<file path="src/rtl/ahb_output_stage_rr_if.sv">
// Signal bundle for one bus-matrix output stage: the per-port request
// fields coming from the input stages and the muxed slave-side bus.
interface ahb_output_stage_rr_if #(
  parameter int NUM_PORTS = 4,
  parameter int ADDR_W    = 32,
  parameter int DATA_W    = 32,
  parameter int MASTER_W  = 4
);
  logic [NUM_PORTS-1:0]          sel_op;
  logic [NUM_PORTS-1:0]          held_tran_op;
  logic [NUM_PORTS*ADDR_W-1:0]   addr_op;
  logic [2*NUM_PORTS-1:0]        trans_op;
  logic [NUM_PORTS-1:0]          write_op;
  logic [3*NUM_PORTS-1:0]        size_op;
  logic [3*NUM_PORTS-1:0]        burst_op;
  logic [4*NUM_PORTS-1:0]        prot_op;
  logic [MASTER_W*NUM_PORTS-1:0] master_op;
  logic [NUM_PORTS-1:0]          mastlock_op;
  logic [DATA_W*NUM_PORTS-1:0]   wdata_op;
  logic [NUM_PORTS-1:0]          active_op;

  logic                          HSELM;
  logic [ADDR_W-1:0]             HADDRM;
  logic [1:0]                    HTRANSM;
  logic                          HWRITEM;
  logic [2:0]                    HSIZEM;
  logic [2:0]                    HBURSTM;
  logic [3:0]                    HPROTM;
  logic [MASTER_W-1:0]           HMASTERM;
  logic                          HMASTLOCKM;
  logic [DATA_W-1:0]             HWDATAM;
  logic                          HREADYOUTM;
  logic                          HREADYMUXM;

  modport slave (
    input  sel_op, held_tran_op, addr_op, trans_op, write_op, size_op,
           burst_op, prot_op, master_op, mastlock_op, wdata_op, HREADYOUTM,
    output active_op, HSELM, HADDRM, HTRANSM, HWRITEM, HSIZEM, HBURSTM,
           HPROTM, HMASTERM, HMASTLOCKM, HWDATAM, HREADYMUXM
  );

  modport master (
    output sel_op, held_tran_op, addr_op, trans_op, write_op, size_op,
           burst_op, prot_op, master_op, mastlock_op, wdata_op, HREADYOUTM,
    input  active_op, HSELM, HADDRM, HTRANSM, HWRITEM, HSIZEM, HBURSTM,
           HPROTM, HMASTERM, HMASTLOCKM, HWDATAM, HREADYMUXM
  );
endinterface

</file>
<file path="src/rtl/ahb_output_stage_rr.sv">
// AHB bus-matrix output stage: round-robin arbitration of input-stage
// requests for one slave, with grant held across locked sequences and
// fixed-length bursts, plus address/data muxing and HREADYMUXM generation.
module ahb_output_stage_rr #(
  parameter int NUM_PORTS = 4,
  parameter int ADDR_W    = 32,
  parameter int DATA_W    = 32,
  parameter int MASTER_W  = 4
) (
  input  logic                 HCLK,
  input  logic                 HRESET,
  ahb_output_stage_rr_if.slave bus
);
  localparam int PORT_W = (NUM_PORTS > 1) ? $clog2(NUM_PORTS) : 1;
  localparam logic [1:0] TRANS_NONSEQ = 2'b10;
  localparam logic [1:0] TRANS_SEQ    = 2'b11;

  logic [PORT_W-1:0]    addr_port_q, addr_port_d;
  logic                 no_port_q, no_port_d;
  logic [PORT_W-1:0]    data_port_q, data_port_d;
  logic                 slave_sel_q, slave_sel_d;
  logic                 hsel_lock_q, hsel_lock_d;
  logic [3:0]           beat_cnt_q, beat_cnt_d;

  logic                 sel_m, write_m, lock_m;
  logic [ADDR_W-1:0]    addr_m;
  logic [1:0]           trans_m;
  logic [2:0]           size_m, burst_m;
  logic [3:0]           prot_m;
  logic [MASTER_W-1:0]  master_m;
  logic [NUM_PORTS-1:0] active_m;
  logic [DATA_W-1:0]    wdata_m;

  logic [NUM_PORTS-1:0] req;
  logic                 req_cur;
  logic                 hready_mux;
  logic                 hlock_arb;
  logic [3:0]           beat_next;
  logic                 upper_found, lower_found;
  logic [PORT_W-1:0]    upper_port, lower_port;

  assign req        = bus.held_tran_op & bus.sel_op;
  assign hready_mux = slave_sel_q ? bus.HREADYOUTM : 1'b1;
  assign hlock_arb  = lock_m & (hsel_lock_q | sel_m);

  // Route the granted port's address/control fields to the slave, or all zeros when idle
  always_comb begin
    sel_m    = 1'b0;
    write_m  = 1'b0;
    lock_m   = 1'b0;
    addr_m   = '0;
    trans_m  = '0;
    size_m   = '0;
    burst_m  = '0;
    prot_m   = '0;
    master_m = '0;
    active_m = '0;
    req_cur  = 1'b0;
    for (int i = 0; i < NUM_PORTS; i++) begin
      if (addr_port_q == PORT_W'(i)) begin
        req_cur = req[i];
        if (!no_port_q) begin
          sel_m       = bus.sel_op[i];
          write_m     = bus.write_op[i];
          lock_m      = bus.mastlock_op[i];
          addr_m      = bus.addr_op[i*ADDR_W +: ADDR_W];
          trans_m     = bus.trans_op[2*i +: 2];
          size_m      = bus.size_op[3*i +: 3];
          burst_m     = bus.burst_op[3*i +: 3];
          prot_m      = bus.prot_op[4*i +: 4];
          master_m    = bus.master_op[i*MASTER_W +: MASTER_W];
          active_m[i] = 1'b1;
        end
      end
    end
  end

  // Write data follows the port that owned the previous address phase
  always_comb begin
    wdata_m = bus.wdata_op[DATA_W-1:0];
    for (int i = 0; i < NUM_PORTS; i++) begin
      if (data_port_q == PORT_W'(i)) begin
        wdata_m = bus.wdata_op[i*DATA_W +: DATA_W];
      end
    end
  end

  // Round-robin search: lowest requester above the owner first, else the lowest at or below it
  always_comb begin
    upper_found = 1'b0;
    lower_found = 1'b0;
    upper_port  = '0;
    lower_port  = '0;
    for (int i = NUM_PORTS - 1; i >= 0; i--) begin
      if (req[i]) begin
        if (PORT_W'(i) > addr_port_q) begin
          upper_found = 1'b1;
          upper_port  = PORT_W'(i);
        end else begin
          lower_found = 1'b1;
          lower_port  = PORT_W'(i);
        end
      end
    end
  end

  // Remaining burst beats once the current address phase completes
  always_comb begin
    beat_next = beat_cnt_q;
    if (sel_m && (trans_m == TRANS_NONSEQ)) begin
      case (burst_m)
        3'd2, 3'd3: beat_next = 4'd3;
        3'd4, 3'd5: beat_next = 4'd7;
        3'd6, 3'd7: beat_next = 4'd15;
        default:    beat_next = 4'd0;
      endcase
    end else if (sel_m && (trans_m == TRANS_SEQ)) begin
      if (beat_cnt_q != 4'd0) begin
        beat_next = beat_cnt_q - 4'd1;
      end
    end
  end

  // Grant, data-port and lock state advance only when the transfer completes
  always_comb begin
    addr_port_d = addr_port_q;
    no_port_d   = no_port_q;
    data_port_d = data_port_q;
    slave_sel_d = slave_sel_q;
    hsel_lock_d = hsel_lock_q;
    beat_cnt_d  = beat_cnt_q;
    if (hready_mux) begin
      slave_sel_d = sel_m;
      data_port_d = addr_port_q;
      if (sel_m && trans_m[1] && lock_m) begin
        hsel_lock_d = 1'b1;
      end else if (!lock_m) begin
        hsel_lock_d = 1'b0;
      end
      if (hlock_arb) begin
        addr_port_d = addr_port_q;
      end else if ((beat_next != 4'd0) && req_cur) begin
        addr_port_d = addr_port_q;
      end else if (upper_found) begin
        addr_port_d = upper_port;
        no_port_d   = 1'b0;
      end else if (lower_found) begin
        addr_port_d = lower_port;
        no_port_d   = 1'b0;
      end else begin
        no_port_d   = 1'b1;
      end
      if ((addr_port_d != addr_port_q) || (no_port_d != no_port_q) || !req_cur) begin
        beat_cnt_d = 4'd0;
      end else begin
        beat_cnt_d = beat_next;
      end
    end
  end

  // State registers with synchronous reset
  always_ff @(posedge HCLK) begin
    if (HRESET) begin
      addr_port_q <= '0;
      no_port_q   <= 1'b1;
      data_port_q <= '0;
      slave_sel_q <= 1'b0;
      hsel_lock_q <= 1'b0;
      beat_cnt_q  <= 4'd0;
    end else begin
      addr_port_q <= addr_port_d;
      no_port_q   <= no_port_d;
      data_port_q <= data_port_d;
      slave_sel_q <= slave_sel_d;
      hsel_lock_q <= hsel_lock_d;
      beat_cnt_q  <= beat_cnt_d;
    end
  end

  assign bus.active_op  = active_m;
  assign bus.HSELM      = sel_m;
  assign bus.HADDRM     = addr_m;
  assign bus.HTRANSM    = trans_m;
  assign bus.HWRITEM    = write_m;
  assign bus.HSIZEM     = size_m;
  assign bus.HBURSTM    = burst_m;
  assign bus.HPROTM     = prot_m;
  assign bus.HMASTERM   = master_m;
  assign bus.HMASTLOCKM = lock_m;
  assign bus.HWDATAM    = wdata_m;
  assign bus.HREADYMUXM = hready_mux;
endmodule

</file>
<file path="src/flat_wrapper.sv">
// flat-port wrapper written by rule: the top's interface ports become plain ports
module ahb_output_stage_rr_flat 
#(
  parameter int NUM_PORTS = 4,
  parameter int ADDR_W    = 32,
  parameter int DATA_W    = 32,
  parameter int MASTER_W  = 4
)
  (HCLK, HRESET, bus_sel_op, bus_held_tran_op, bus_addr_op, bus_trans_op, bus_write_op, bus_size_op, bus_burst_op, bus_prot_op, bus_master_op, bus_mastlock_op, bus_wdata_op, bus_HREADYOUTM, bus_active_op, bus_HSELM, bus_HADDRM, bus_HTRANSM, bus_HWRITEM, bus_HSIZEM, bus_HBURSTM, bus_HPROTM, bus_HMASTERM, bus_HMASTLOCKM, bus_HWDATAM, bus_HREADYMUXM);
  ahb_output_stage_rr_if #(.NUM_PORTS(NUM_PORTS), .ADDR_W(ADDR_W), .DATA_W(DATA_W), .MASTER_W(MASTER_W)) bus_i ();
  input  logic HCLK;
  input  logic HRESET;
  input wire logic [$bits(bus_i.sel_op)-1:0] bus_sel_op;
  input wire logic [$bits(bus_i.held_tran_op)-1:0] bus_held_tran_op;
  input wire logic [$bits(bus_i.addr_op)-1:0] bus_addr_op;
  input wire logic [$bits(bus_i.trans_op)-1:0] bus_trans_op;
  input wire logic [$bits(bus_i.write_op)-1:0] bus_write_op;
  input wire logic [$bits(bus_i.size_op)-1:0] bus_size_op;
  input wire logic [$bits(bus_i.burst_op)-1:0] bus_burst_op;
  input wire logic [$bits(bus_i.prot_op)-1:0] bus_prot_op;
  input wire logic [$bits(bus_i.master_op)-1:0] bus_master_op;
  input wire logic [$bits(bus_i.mastlock_op)-1:0] bus_mastlock_op;
  input wire logic [$bits(bus_i.wdata_op)-1:0] bus_wdata_op;
  input wire logic [$bits(bus_i.HREADYOUTM)-1:0] bus_HREADYOUTM;
  output wire logic [$bits(bus_i.active_op)-1:0] bus_active_op;
  output wire logic [$bits(bus_i.HSELM)-1:0] bus_HSELM;
  output wire logic [$bits(bus_i.HADDRM)-1:0] bus_HADDRM;
  output wire logic [$bits(bus_i.HTRANSM)-1:0] bus_HTRANSM;
  output wire logic [$bits(bus_i.HWRITEM)-1:0] bus_HWRITEM;
  output wire logic [$bits(bus_i.HSIZEM)-1:0] bus_HSIZEM;
  output wire logic [$bits(bus_i.HBURSTM)-1:0] bus_HBURSTM;
  output wire logic [$bits(bus_i.HPROTM)-1:0] bus_HPROTM;
  output wire logic [$bits(bus_i.HMASTERM)-1:0] bus_HMASTERM;
  output wire logic [$bits(bus_i.HMASTLOCKM)-1:0] bus_HMASTLOCKM;
  output wire logic [$bits(bus_i.HWDATAM)-1:0] bus_HWDATAM;
  output wire logic [$bits(bus_i.HREADYMUXM)-1:0] bus_HREADYMUXM;
  assign bus_i.sel_op = bus_sel_op;
  assign bus_i.held_tran_op = bus_held_tran_op;
  assign bus_i.addr_op = bus_addr_op;
  assign bus_i.trans_op = bus_trans_op;
  assign bus_i.write_op = bus_write_op;
  assign bus_i.size_op = bus_size_op;
  assign bus_i.burst_op = bus_burst_op;
  assign bus_i.prot_op = bus_prot_op;
  assign bus_i.master_op = bus_master_op;
  assign bus_i.mastlock_op = bus_mastlock_op;
  assign bus_i.wdata_op = bus_wdata_op;
  assign bus_i.HREADYOUTM = bus_HREADYOUTM;
  assign bus_active_op = bus_i.active_op;
  assign bus_HSELM = bus_i.HSELM;
  assign bus_HADDRM = bus_i.HADDRM;
  assign bus_HTRANSM = bus_i.HTRANSM;
  assign bus_HWRITEM = bus_i.HWRITEM;
  assign bus_HSIZEM = bus_i.HSIZEM;
  assign bus_HBURSTM = bus_i.HBURSTM;
  assign bus_HPROTM = bus_i.HPROTM;
  assign bus_HMASTERM = bus_i.HMASTERM;
  assign bus_HMASTLOCKM = bus_i.HMASTLOCKM;
  assign bus_HWDATAM = bus_i.HWDATAM;
  assign bus_HREADYMUXM = bus_i.HREADYMUXM;
  ahb_output_stage_rr #(.NUM_PORTS(NUM_PORTS), .ADDR_W(ADDR_W), .DATA_W(DATA_W), .MASTER_W(MASTER_W)) u_core (.HCLK(HCLK), .HRESET(HRESET), .bus(bus_i));
endmodule
</file>
<file path="config.mk">
export PLATFORM = sky130hd
export DESIGN_NAME = ahb_output_stage_rr_flat
export DESIGN_NICKNAME = d
export VERILOG_FILES = /design/src/rtl/ahb_output_stage_rr_if.sv /design/src/rtl/ahb_output_stage_rr.sv /design/src/flat_wrapper.sv
export SDC_FILE = /design/constraint.sdc
export NUM_CORES = 1
export LEC_CHECK = 0
export CAP_MARGIN = 0
export CORE_AREA = 4 4 164 166
export DETAILED_ROUTE_END_ITERATION = 12
export DIE_AREA = 0 0 168 170
export DONT_BUFFER_PORTS = 1
export PLACE_DENSITY_LB_ADDON = 0.15
export SLEW_MARGIN = 10
export SYNTH_ARGS = -nofsm -noshare
export SYNTH_HDL_FRONTEND = slang
export SYNTH_SLANG_ARGS = --single-unit
</file>
<file path="constraint.sdc">
create_clock -name HCLK -period 3.55 [get_ports HCLK]
set_clock_uncertainty 0.15 [all_clocks]
set_input_delay 0.1775 -clock HCLK [delete_from_list [all_inputs] [get_ports HCLK]]
set_output_delay 0.1775 -clock HCLK [all_outputs]
set_load 0.005 [all_outputs]
</file>
Word level (Yosys, flattened, before mapping)

Index checks and enable logic that the tools add are counted.

$add $sub $neg: 1
Magnitude comparators: 4
Equality and inequality tests: 17
Multiplexer cells: 134
Bitwise operators: 3
Reduce and logical (&&, ||, !) cells: 15

Operators by type and width:

| kind                                                                            | number |
|---|---|
| 32-bit two-way mux                                                              | 11 |
| 4-bit two-way mux                                                               | 20 |
| 2-bit two-way mux                                                               | 29 |
| 1-bit two-way mux                                                               | 57 |
| 3-bit two-way mux                                                               | 16 |
| 2-bit equality test (second input constant)                                     | 6 |
| 3-bit equality test (second input constant)                                     | 4 |
| 4-bit case mux with 3 select lines                                              | 1 |
| 4-bit nonzero test                                                              | 2 |
| 3-bit by 2-bit equality test with 1-bit output (second input constant)          | 2 |
| 2-bit OR reduction                                                              | 3 |
| 1-bit logical AND                                                               | 5 |
| 4-bit AND                                                                       | 1 |
| 2-bit by 1-bit equality test with 1-bit output (second input constant)          | 2 |
| 1-bit by 2-bit greater-than comparator with 1-bit output (first input constant) | 2 |
| 2-bit greater-than comparator (first input constant)                            | 2 |
| 4-bit by 1-bit subtractor with 4-bit output (second input constant)             | 1 |
| 2-bit zero test                                                                 | 1 |
| 1-bit logical OR                                                                | 2 |
| 2-bit inequality test                                                           | 1 |
| 2-bit inequality test (second input constant)                                   | 1 |
| 2-bit AND reduction                                                             | 1 |
| 1-bit AND                                                                       | 1 |
| 1-bit zero test                                                                 | 1 |
| 2 further kinds                                                                 | 2 |

Flip-flop bits (word level): 11
Input port bits: 339
Output and inout port bits: 88
Word-level logic and storage cells: 180

Logic depth before layout (Yosys ltp)

Word-level depth: 21
Mapped depth: 9
Depth with buffers taken out: 9

Worst setup path before layout

OpenSTA, ideal clock, no wires.

Kind: register -> register
From: reg u_core.addr_port_q[0]
To: reg u_core.addr_port_q[0]
Setup time: 134 ps
Arrival: 2,252 ps
Data required time: 3,266 ps
Setup slack: 1,015 ps
Cell stages (with the launch flop): 10
Path buffers: 2
Clock period less this slack: 2,535 ps
Cells stage by stage: dfxtp_1 > buf_6 > mux4_2 > and3b_1 > buf_6 > o21a_1 > a2bb2oi_2 > o41ai_4 > and2_1 > a311oi_2

Longest elaborated chain between the ends: 17
Elaborated cells between the ends (all ways): 97
Those cells by class: order compare (4); eq/ne (11); mux (72); bitwise (2); reduce/logical (8)

Ends and longest elaborated chain:

| item                                                                           | line                                                   | text |
|---|---|---|
| start, declared                                                                | ahb_output_stage_rr.sv:18                              | `logic [PORT_W-1:0] addr_port_q, addr_port_d;` |
| start signal, assigned                                                         | ahb_output_stage_rr.sv:171                             | `addr_port_q <= addr_port_d;` |
| 2-bit zero test                                                                | ahb_output_stage_rr.sv:60                              | `if (addr_port_q == PORT_W'(i)) begin` |
| 3-bit two-way mux / 2-bit two-way mux (equally long branches)                  | ahb_output_stage_rr.sv:60                              |  |
| 3-bit two-way mux / 2-bit two-way mux (equally long branches)                  | ahb_output_stage_rr.sv:62                              | `if (!no_port_q) begin` |
| 3-bit two-way mux / 2-bit two-way mux (equally long branches)                  | ahb_output_stage_rr.sv:60                              |  |
| 3-bit two-way mux / 2-bit two-way mux (equally long branches)                  | ahb_output_stage_rr.sv:62                              |  |
| 3-bit two-way mux / 2-bit two-way mux (equally long branches)                  | ahb_output_stage_rr.sv:60                              |  |
| 3-bit two-way mux / 2-bit two-way mux (equally long branches)                  | ahb_output_stage_rr.sv:62                              |  |
| 3-bit two-way mux / 2-bit two-way mux (equally long branches)                  | ahb_output_stage_rr.sv:60                              |  |
| 3-bit equality test (tied with other cells)                                    | ahb_output_stage_rr.sv:111                             | `case (burst_m)` |
| 2-bit OR reduction / 1-bit logical AND (equally long branches)                 | ahb_output_stage_rr.sv:111, ahb_output_stage_rr.sv:117 |  |
| 4-bit case mux with 3 select lines / 4-bit two-way mux (equally long branches) | ahb_output_stage_rr.sv:111, ahb_output_stage_rr.sv:117 |  |
| 4-bit two-way mux                                                              | ahb_output_stage_rr.sv:110                             | `if (sel_m && (trans_m == TRANS_NONSEQ)) begin` |
| 4-bit nonzero test                                                             | ahb_output_stage_rr.sv:142                             | `end else if ((beat_next != 4'd0) && req_cur) begin` |
| 1-bit logical AND                                                              | ahb_output_stage_rr.sv:142                             |  |
| 2-bit two-way mux                                                              | ahb_output_stage_rr.sv:142                             |  |
| 2-bit two-way mux *                                                            | ahb_output_stage_rr.sv:140                             | `if (hlock_arb) begin` |
| 2-bit two-way mux *                                                            | ahb_output_stage_rr.sv:132                             | `if (hready_mux) begin` |

Every way passes the cells marked *; elsewhere a longest branch is shown, timed or not. The select of a mux whose other input is x is not followed.
A chain may end at the register's enable or synchronous reset.

Final worst setup path

From: reg u_core.addr_port_q[0]
To: reg u_core.addr_port_q[0]

Longest elaborated chain between the ends: 17
Elaborated cells between the ends (all ways): 97
Those cells by class: order compare (4); eq/ne (11); mux (72); bitwise (2); reduce/logical (8)

Ends and longest elaborated chain:

| item                                 | line                       | text |
|---|---|---|
| 2-bit zero test                      | ahb_output_stage_rr.sv:60  |  |
| 3-bit two-way mux                    | ahb_output_stage_rr.sv:60  |  |
| 3-bit two-way mux                    | ahb_output_stage_rr.sv:62  |  |
| 3-bit two-way mux                    | ahb_output_stage_rr.sv:60  |  |
| 3-bit two-way mux                    | ahb_output_stage_rr.sv:62  |  |
| 3-bit two-way mux                    | ahb_output_stage_rr.sv:60  |  |
| 3-bit two-way mux                    | ahb_output_stage_rr.sv:62  |  |
| 3-bit two-way mux *                  | ahb_output_stage_rr.sv:60  |  |
| via bus_HBURSTM[2]                   | flat_wrapper.sv:31         | `output wire logic [$bits(bus_i.HBURSTM)-1:0] bus_HBURSTM;` |
| [1 not listed]                       | n/a                        |  |
| 2-bit OR reduction                   | ahb_output_stage_rr.sv:111 |  |
| 4-bit case mux with 3 select lines * | ahb_output_stage_rr.sv:111 |  |
| 4-bit two-way mux *                  | ahb_output_stage_rr.sv:110 |  |
| 4-bit nonzero test *                 | ahb_output_stage_rr.sv:142 |  |
| 1-bit logical AND *                  | ahb_output_stage_rr.sv:142 |  |
| 2-bit two-way mux *                  | ahb_output_stage_rr.sv:142 |  |
| 2-bit two-way mux *                  | ahb_output_stage_rr.sv:140 |  |
| 2-bit two-way mux *                  | ahb_output_stage_rr.sv:132 |  |

The timed path passes the listed nets; every way through them passes the cells marked *. The select of a mux whose other input is x is not followed.

==> summary.txt <==
Drt
  – Top routing layer in use: met5
  – Met1 wire length: 4700 µm
  – ANT nets after route: 0
  – Wire per inst: about 27 µm
  – 1st-iter DRT viols: about 90
  – 1st-pass router iterations: 4
  – Via density per instance: 4.46
  – DRC viols: 0
  – Vias: between 2000 and 3000
  – WL met3: between 2000 and 2500 µm
  – Routed length on met2: 8680 µm
  – Post-Route WL: approximately 16000 µm

Clocking
  – CTS buffer count: 3
  – Post-cts repair resize count: 0
  – Clock sinks: 11
  – CTS H-tree depth: 1
  – Worst-case clock buffer depth: 2
  – CTS tree: built
  – CTS Root Cell: clkbuf_16
  – Worst-path clk slew: about 0.040 ns
  – Latest clock arrival within the worst-skew pair: 0.24 ns

Cells and area
  – Final non-filler cell total: 586
  – Share of post-route cells with drive strength above 1: between 40% and 50%
  – Area growth syn-to-layout: 13.9%
  – Fill count: between 2000 and 3000
  – Final #Nets: slightly below 600

Power and ir drop
  – Internal power: between 1 and 1.5 mW
  – Part of the power in registers: 15.7%
  – Total leakage power: slightly above 0.9 nW
  – Worst vdd ir: around 0.00027 V
  – Combinational Power Share: between 70% and 80%
  – Sw Share: about 43%
  – Clock power share: between 10 and 15%
  – PD cells: 541 nW/µm²
  – Switch Pwr: between 0.8 and 0.9 mW

Critical path
  – Delay-heaviest family, CP: compound AO/OA/AOI/OAI gates
  – CP bufs+invs: 1
  – Critical path class: reg -> reg
  – Crit-path cells: buf_4 -> nand2b_1 -> o22ai_1 -> mux2i_1 -> o2bb2ai_1 -> o41ai_4 -> and2_1 -> a311oi_2
  – Slowest CP cell: buf_4
  – Worst endpoint required time: roughly 3.5 ns
  – CP endpoint kind: register
  – WP data arrival: 3.05 ns
  – Critical path peak fanout: 38
  – Slowest stage delay, CP: a little over 0.6 ns
  – CP startpoint kind: register

Hold path
  – Class of the worst hold path: in -> reg

Synthesis
  – Synth warn: 0
  – Post-synthesis simple-gate area fraction: between 10% and 20%
  – Synth unique cells: 46
  – Post-Synth Adder-Cell Area: less than 1%
  – Complex-gate fraction of the synthesized area: roughly 9.7%
  – Post-synthesis mux area share: 60.3%
  – Syn Area/Cell: ~12 µm²
  – Flops & latches, synth: 11
  – Combinational family with the most area after synthesis: multiplexers
  – XOR/XNOR share of the synthesized area: 0%
  – Cell taking the most area after synthesis: mux4_2
  – Synth area leaders: mux4_2 (57%), nor2b_1 (9.5%), dfxtp_1 (7.1%)
  – Register area share after synthesis: around 7%
  – Synth Net Count: 608
  – Syn Std Cell Area: approximately 3100 µm²
  – Share of the synthesized area in the top cell type: between 50% and 60%
  – Synth Instances: around 270

STA
  – Unrepaired setup endpoints after global routing: false
  – Final Cycle Share: between 80% and 90%
  – Final hold vios: 0
  – Worst slew pin tran: around 1.1 ns
  – Min cycle time layout: approximately 3 ns
  – Final setup violation count: 0
  – Fmax: 327 MHz
  – Relative slew slack: a little over a quarter
  – Setup TNS: 0 ns
  – Final Hold Slack: just over 0.03 ns
  – Pins over their slew limit: 0

Job
  – Max cap viols: 0

Global route
  – Initial antenna violation count: 12
  – First-pass GRT wire length: about 21000 µm
  – Total grt overflow: 0
  – Pin count of the biggest net entering global routing: 41
  – Vias in the first global route: 2906
  – GR Util All Layers: under 10%

Floorplan
  – Floorplan Core Area: around 26000 µm²
  – Initial cell density of the core: approximately 12%
  – Die footprint: between 20000 and 30000 µm²
  – IO Pins: 427
  – Die height: approximately 170 µm
  – Rows: 59
  – Die width: about 170 µm

Place
  – HPWL after DPL: 14500 µm
  – GP Congestion: 0.840
  – Dpl cells: about 580
  – Port buffer count: 0

Outcome
  – Status: completed
## flip-flops by register name (all words and copies together), names as in the netlist
register            cells
u_core.no_port_q        1
u_core.addr_port_q      2
u_core.slave_sel_q      1
u_core.beat_cnt_q       4
u_core.data_port_q      2
u_core.hsel_lock_q      1
## path summary, 6_finish.rpt
path | from | endpoint | slack [ns] | cells past startpoint
setup / recovery | u_core.addr_port_q[0]$_SDFFE_PP0P_ | u_core.addr_port_q[0]$_SDFFE_PP0P_ | 0.49 | 8
hold reg to reg | u_core.data_port_q[1]$_SDFFE_PP0P_ | u_core.data_port_q[1]$_SDFFE_PP0P_ | 0.31 | 2
hold / removal | HRESET | u_core.addr_port_q[1]$_SDFFE_PP0P_ | 0.03 | 3
setup reg to reg | u_core.addr_port_q[0]$_SDFFE_PP0P_ | u_core.addr_port_q[0]$_SDFFE_PP0P_ | 0.49 | 8
## layout make-up
class	instances	area [µm²]	area share (%)
Clock buffer	4	78.8	2.23
Sequential cell	11	228	6.46
Antenna cell	2	5.00	0.142
Tap cell	335	419	11.9
Multi-Input combinational cell	220	2720	77.1
Inverter	8	30.0	0.851
Timing Repair Buffer	6	47.5	1.35
## worst min-delay path, delay by kind of cell
| family | cells | cell delay [ns] |
|---|---|---|
| AO/OA/AOI/OAI | 2 | 0.11 |
| AND/OR/NAND/NOR | 1 | 0.08 |
## synthesized netlist by cell type (all sizes together)
library cell	n
o211ai	1
or3b	1
nor3b	1
nor2b	47
o2bb2ai	1
nand3	4
nand2b	3
mux2i	5
a221o	1
mux4	80
inv	8
a2111oi	1
and2	1
nor2	20
nand4	1
and3b	2
a21oi	8
nor3	2
or2	1
buf	11
ha	1
clkbuf	18
dfxtp	11
o22ai	2
mux2	1
a22o	1
a32o	1
nand4b	2
nand2	11
a211oi	3
a2bb2oi	2
o21a	1
nand3b	1
a311oi	1
o31ai	3
a22oi	5
o41ai	1
o21ai	4
## layer usage
layer  vias to the layer above  global-route usage [%]
li1                       1066                       -
met1                      1250                    9.19
met2                       264                    19.4
met3                        26                    5.11
met4                         8                    1.41
met5                         -                       0
## layout by cell type (no fill, tap or decap), types with 2 or more instances in the layout
cell type,n
o22ai_1,2
nor2_1,20
nand4b_1,2
nand2_1,11
a21oi_1,7
inv_1,7
dfxtp_2,3
o31ai_1,2
nor3_1,2
o21ai_0,4
a211oi_1,3
mux4_2,79
and3b_1,2
diode_2,2
nand3_1,4
clkbuf_16,3
nand2b_1,2
a22oi_1,5
mux2i_1,5
dfxtp_1,7
buf_4,5
nor2b_1,47
## power by group through the flow
stage	clock network (mW)	registers (mW)	logic [mW]
2_1_floorplan	0	0.163	1.32
3_3_place_gp	0	0.310	1.43
3_5_place_dp	0	0.314	1.44
4_1_cts	0.213	0.311	1.44
5_1_grt	0.220	0.327	1.53
6_report	0.207	0.301	1.40
## per-stage QoR
step           util [%]  instance area [µm²]  power (mW)  worst slack (ns)
4_1_cts            13.7                 3520        1.96             0.413
2_1_floorplan         -                 3100        1.48              1.01
6_report           13.8                 3530        1.91             0.495
3_5_place_dp       13.4                 3430        1.75             0.421
5_1_grt            13.8                 3530        2.08            0.0168
3_3_place_gp       13.4                 3430        1.74             0.481
## what timing repair did
action | in CTS | in global routing
hold buffers | 1 | 0
setup buffers | 0 | 0
hold endpoints to repair | 11 | 0
## kinds of logic (layout without fill, tap and decap cells)
family	count (synthesis)	count (layout)
AO/OA/AOI/OAI	36	36
multiplexers	86	86
buffers and inverters	37	18
flip-flops	11	11
other	0	2
adder cells (fa/ha/maj)	1	1
AND/OR/NAND/NOR	97	97
Note: power is estimated with default switching activity, not from simulation.
